### src/rtl/sys_cmd_ctrl.sv
// Command decoder/sequencer: turns UART RX byte frames into register-file strobes and returns read data on a TX handshake.
// Optional inter-byte timeout is compiled in with `define CMD_TIMEOUT_EN.
module sys_cmd_ctrl #(
    parameter int                    DATA_WIDTH = 8,
    parameter int                    ADDR_WIDTH = 4,
    parameter logic [DATA_WIDTH-1:0] CMD_WR     = 8'hAA,
    parameter logic [DATA_WIDTH-1:0] CMD_RD     = 8'hBB
`ifdef CMD_TIMEOUT_EN
    ,
    parameter int                    TIMEOUT_CYCLES = 255
`endif
) (
    input  logic                  CLK,
    input  logic                  RST,
    input  logic [DATA_WIDTH-1:0] RX_DATA,
    input  logic                  RX_VLD,
    input  logic [DATA_WIDTH-1:0] RdData,
    input  logic                  RdData_Valid,
    input  logic                  TX_RDY,
    output logic                  WrEn,
    output logic                  RdEn,
    output logic [ADDR_WIDTH-1:0] Address,
    output logic [DATA_WIDTH-1:0] WrData,
    output logic [DATA_WIDTH-1:0] TX_DATA,
    output logic                  TX_VLD,
    output logic                  CMD_ERR
);

    typedef enum logic [2:0] {
        IDLE,
        WR_ADDR,
        WR_DATA,
        RD_ADDR,
        RD_WAIT,
        TX_SEND
    } state_t;

    state_t                r_state;
    state_t                w_stateNext;
    logic                  r_wrEn, w_wrEn;
    logic                  r_rdEn, w_rdEn;
    logic                  r_cmdErr, w_cmdErr;
    logic                  r_txVld, w_txVld;
    logic [ADDR_WIDTH-1:0] r_address, w_address;
    logic [DATA_WIDTH-1:0] r_wrData, w_wrData;
    logic [DATA_WIDTH-1:0] r_txData, w_txData;
    logic                  w_addrOk;

    assign w_addrOk = (RX_DATA[DATA_WIDTH-1:ADDR_WIDTH] == '0);

`ifdef CMD_TIMEOUT_EN
    localparam logic [15:0] TMO_LIMIT = 16'(TIMEOUT_CYCLES);
    logic [15:0] r_tmo, w_tmoNext;
    logic        w_timed;

    assign w_timed = (r_state == WR_ADDR) || (r_state == WR_DATA) ||
                     (r_state == RD_ADDR) || (r_state == RD_WAIT);
`endif

    always_ff @(posedge CLK or posedge RST) begin
        if (RST) begin
            r_state   <= IDLE;
            r_wrEn    <= 1'b0;
            r_rdEn    <= 1'b0;
            r_cmdErr  <= 1'b0;
            r_txVld   <= 1'b0;
            r_address <= '0;
            r_wrData  <= '0;
            r_txData  <= '0;
        end else begin
            r_state   <= w_stateNext;
            r_wrEn    <= w_wrEn;
            r_rdEn    <= w_rdEn;
            r_cmdErr  <= w_cmdErr;
            r_txVld   <= w_txVld;
            r_address <= w_address;
            r_wrData  <= w_wrData;
            r_txData  <= w_txData;
        end
    end

`ifdef CMD_TIMEOUT_EN
    always_ff @(posedge CLK or posedge RST) begin
        if (RST) begin
            r_tmo <= '0;
        end else begin
            r_tmo <= w_tmoNext;
        end
    end
`endif

    // All strobes are computed one cycle ahead and registered, so they appear the cycle after the byte.
    always_comb begin
        w_stateNext = r_state;
        w_wrEn      = 1'b0;
        w_rdEn      = 1'b0;
        w_cmdErr    = 1'b0;
        w_txVld     = r_txVld;
        w_address   = r_address;
        w_wrData    = r_wrData;
        w_txData    = r_txData;
`ifdef CMD_TIMEOUT_EN
        w_tmoNext   = '0;
`endif
        case (r_state)
            IDLE: begin
                if (RX_VLD) begin
                    if (RX_DATA == CMD_WR) begin
                        w_stateNext = WR_ADDR;
                    end else if (RX_DATA == CMD_RD) begin
                        w_stateNext = RD_ADDR;
                    end else begin
                        w_cmdErr = 1'b1;
                    end
                end
            end
            WR_ADDR, RD_ADDR: begin
                if (RX_VLD) begin
                    if (!w_addrOk) begin
                        w_cmdErr    = 1'b1;
                        w_stateNext = IDLE;
                    end else begin
                        w_address = RX_DATA[ADDR_WIDTH-1:0];
                        if (r_state == WR_ADDR) begin
                            w_stateNext = WR_DATA;
                        end else begin
                            w_rdEn      = 1'b1;
                            w_stateNext = RD_WAIT;
                        end
                    end
                end
            end
            WR_DATA: begin
                if (RX_VLD) begin
                    w_wrData    = RX_DATA;
                    w_wrEn      = 1'b1;
                    w_stateNext = IDLE;
                end
            end
            RD_WAIT: begin
                w_cmdErr = RX_VLD;
                if (RdData_Valid) begin
                    w_txData    = RdData;
                    w_txVld     = 1'b1;
                    w_stateNext = TX_SEND;
                end
            end
            TX_SEND: begin
                w_cmdErr = RX_VLD;
                if (TX_RDY) begin
                    w_txVld     = 1'b0;
                    w_stateNext = IDLE;
                end
            end
            default: begin
                w_stateNext = IDLE;
            end
        endcase
`ifdef CMD_TIMEOUT_EN
        // Counter restarts on any byte or state change; hitting the limit abandons the frame.
        if (w_timed && !RX_VLD && (w_stateNext == r_state)) begin
            if (r_tmo == TMO_LIMIT) begin
                w_cmdErr    = 1'b1;
                w_stateNext = IDLE;
            end else begin
                w_tmoNext = r_tmo + 16'd1;
            end
        end
`endif
    end

    assign WrEn    = r_wrEn;
    assign RdEn    = r_rdEn;
    assign CMD_ERR = r_cmdErr;
    assign TX_VLD  = r_txVld;
    assign Address = r_address;
    assign WrData  = r_wrData;
    assign TX_DATA = r_txData;

endmodule

### config.mk
export PLATFORM = sky130hd
export DESIGN_NAME = sys_cmd_ctrl
export DESIGN_NICKNAME = d
export VERILOG_FILES = /design/src/rtl/sys_cmd_ctrl.sv
export SDC_FILE = /design/constraint.sdc
export NUM_CORES = 1
export LEC_CHECK = 0
export ABC_AREA = 1
export BUFFER_PORTS_ARGS = -buffer_cell sky130_fd_sc_hd__buf_4
export CAP_MARGIN = 5
export CORE_UTILIZATION = 35
export CTS_CLUSTER_DIAMETER = 150
export DETAILED_ROUTE_END_ITERATION = 16
export PLACE_DENSITY_LB_ADDON = 0.15
export SYNTH_ARGS = -nofsm -noshare
export SYNTH_HDL_FRONTEND = slang
export SYNTH_SLANG_ARGS = --single-unit
export TNS_END_PERCENT = 50
### constraint.sdc
create_clock -name CLK -period 2.1 [get_ports CLK]
set_input_delay 0.525 -clock CLK [delete_from_list [all_inputs] [get_ports CLK]]
set_output_delay 0.525 -clock CLK [all_outputs]
set_load 0.1 [all_outputs]
==> results.yml <==
status:
  status: "finished, final reports clean"
timing:
  fin_tns_setup_ns: 0
  rsz0062_at_grt: "false"
  worstMarginPinSlew_ns: 0.3798
  final_hold_viol_count: 0
  fin_ws_ns: 0.6373
  finalSetupViolations: 0
  fmax_mhz: 683.7
  finClkSkew_ns: 0.005567
  period_minus_slack_ns: 1.463
  min_period_over_period: 0.6965
  slew_headroom: 0.7468
  maxSlewViolCount: 0
  hold-worst-slack_ns: 0.3033
cells_and_area:
  final_common_cell: "buf_4"
  nets: 199
  syn2layout_area_growth_pct: 32.26
  drive_gt1_frac: 0.4350
  antenna-diode-count: 0
  final_cell_mix: "buf_4, nand2_1, dfrtp_1"
  fillerInstances: 361
drt:
  totalWireLength_um: 2444
  drtIter0Drc: 43
  first_pass_iters: 4
  drc: 0
  antenna_left: 0
  wl_per_cell_um: 10.96
  viasPerCell: 4.332
  vias: 966
clock_network:
  cts_max_level: 1
  cts_buffers: 3
  cts_tree: "built"
  cts_resized: 0
  cts.sinks: 27
  cts_buffer_depth: 2
  cts-root-buf: "clkbuf_8"
  clk_pin_slew_ns: 0.09
  worstSkewPairLatency_ns: 0.27
  hold_buffers: 0
  cts_setup_buffers: 0
worst_setup_path:
  start_kind: "flip-flop"
  path_buf_inv: 1
  criticalPathCategory: "flip-flop to output port"
  worstPathCellList: "buf_4"
  endpoint_kind: "output port"
  crit_fanout: 2
  max_stage_delay_ns: 0.37
  worstPathRequired_ns: 1.57
  path_delay_family: "flip-flops"
  cp_slowest_cell: "dfrtp_1"
  critPathArrivalTime_ns: 0.94
grt:
  grt_usage: 0.1359
  grt_pass1_vias: 966
  antenna_found_initial: 0
  grt_pass1_wl_um: 4271
  grt_max_degree: 28
  gr-total-overflow: 0
place:
  hpwl_um: 1958
  portBuffers: 44
  gp_congestion: 0.8074
  pre_cts_slack_ns: 0.6278
synthesis:
  ys_ff_latch: 27
  syn_inst: 130
  syn_area_sq_um: 1319
  syn_nets: 151
  synth_cell_types: 23
  avgSynthCellArea_sq_um: 10.14
  ys_warn_count: 0
  ys_seq_area_frac: 0.5123
run:
  maxCapViolCount: 0
floorplan:
  rows: 21
  initial_utilization: 0.3802
  die-height_um: 63.39
  chipWidth_um: 63.39
  core-area_sq_um: 3468
  boundaryPins: 45
  dieArea_sq_um: 4018
worst_hold_path:
  hold_class: "input port to async pin"
## per-stage QoR
stage / cells / util / instance area (sq um)
CTS: 223 / 0.5029 / 1744
detailed placement: 219 / 0.4888 / 1695
floorplan: 130 / - / 1319
finish: 223 / 0.5029 / 1744
global route: 223 / 0.5029 / 1744
global placement: 219 / 0.4888 / 1695
## flip-flops by register name (all words and copies together) (netlist names)
name	flops
r_state	3
Address	4
RdEn	1
TX_VLD	1
WrData	8
WrEn	1
TX_DATA	8
CMD_ERR	1
## cell type report
| class | instances | area (sq um) | area share |
|---|---|---|---|
| clock inverter | 1 | 7.507 | 0.004304 |
| multi-input combinational | 84 | 558.0 | 0.3199 |
| tap | 46 | 57.56 | 0.03300 |
| clock buffer | 3 | 41.29 | 0.02367 |
| sequential | 27 | 675.6 | 0.3874 |
| inverter | 17 | 66.31 | 0.03802 |
| timing repair buffer | 45 | 337.8 | 0.1937 |
## worst paths after layout
check / from / end / slack [ns] / cells after the start
worst max-delay path: TX_DATA[7] / TX_DATA[7] / 0.64 / 1
worst min-delay path: RST / TX_DATA[1] / 0.30 / 3
worst max register to register: r_state[2] / TX_DATA[3] / 0.70 / 4
worst min register to register: WrData[5] / WrData[5] / 0.48 / 2
max in group asynchronous: RST / WrData[5] / 1.54 / 3
min in group CLK: RdData[4] / TX_DATA[4] / 0.48 / 2
## synthesized netlist by cell type, drive strengths merged
master  count  share of area
nand4       3          0.019
nor3        1          0.012
nand2      40           0.14
a21oi       2         0.0076
inv        17          0.050
o21ai      13          0.066
buf         2          0.014
mux2        8          0.091
dfrtp      27           0.51
nand3       5          0.023
nor2       11          0.055
nand3b      1         0.0057
## layer usage
layer  wire length [um]  vias to the layer above  global-route usage
li1                   -                      506                   -
met3                 98                        2             0.03261
met5                  0                        -                   0
met2               1218                       21              0.2221
met4                 27                        0             0.04261
met1               1098                      437              0.1761
## kinds of logic after synthesis
logic type	after synthesis	synth area share
muxes	8	0.09109
buffers and inverters	19	0.06452
DFF	27	0.5123
and+or+nand+nor	61	0.2581
AOI/OAI and AO/OA	15	0.07400
Power is not shown: default switching activity piles up to over one toggle a cycle in this logic, so the estimate is an artifact.
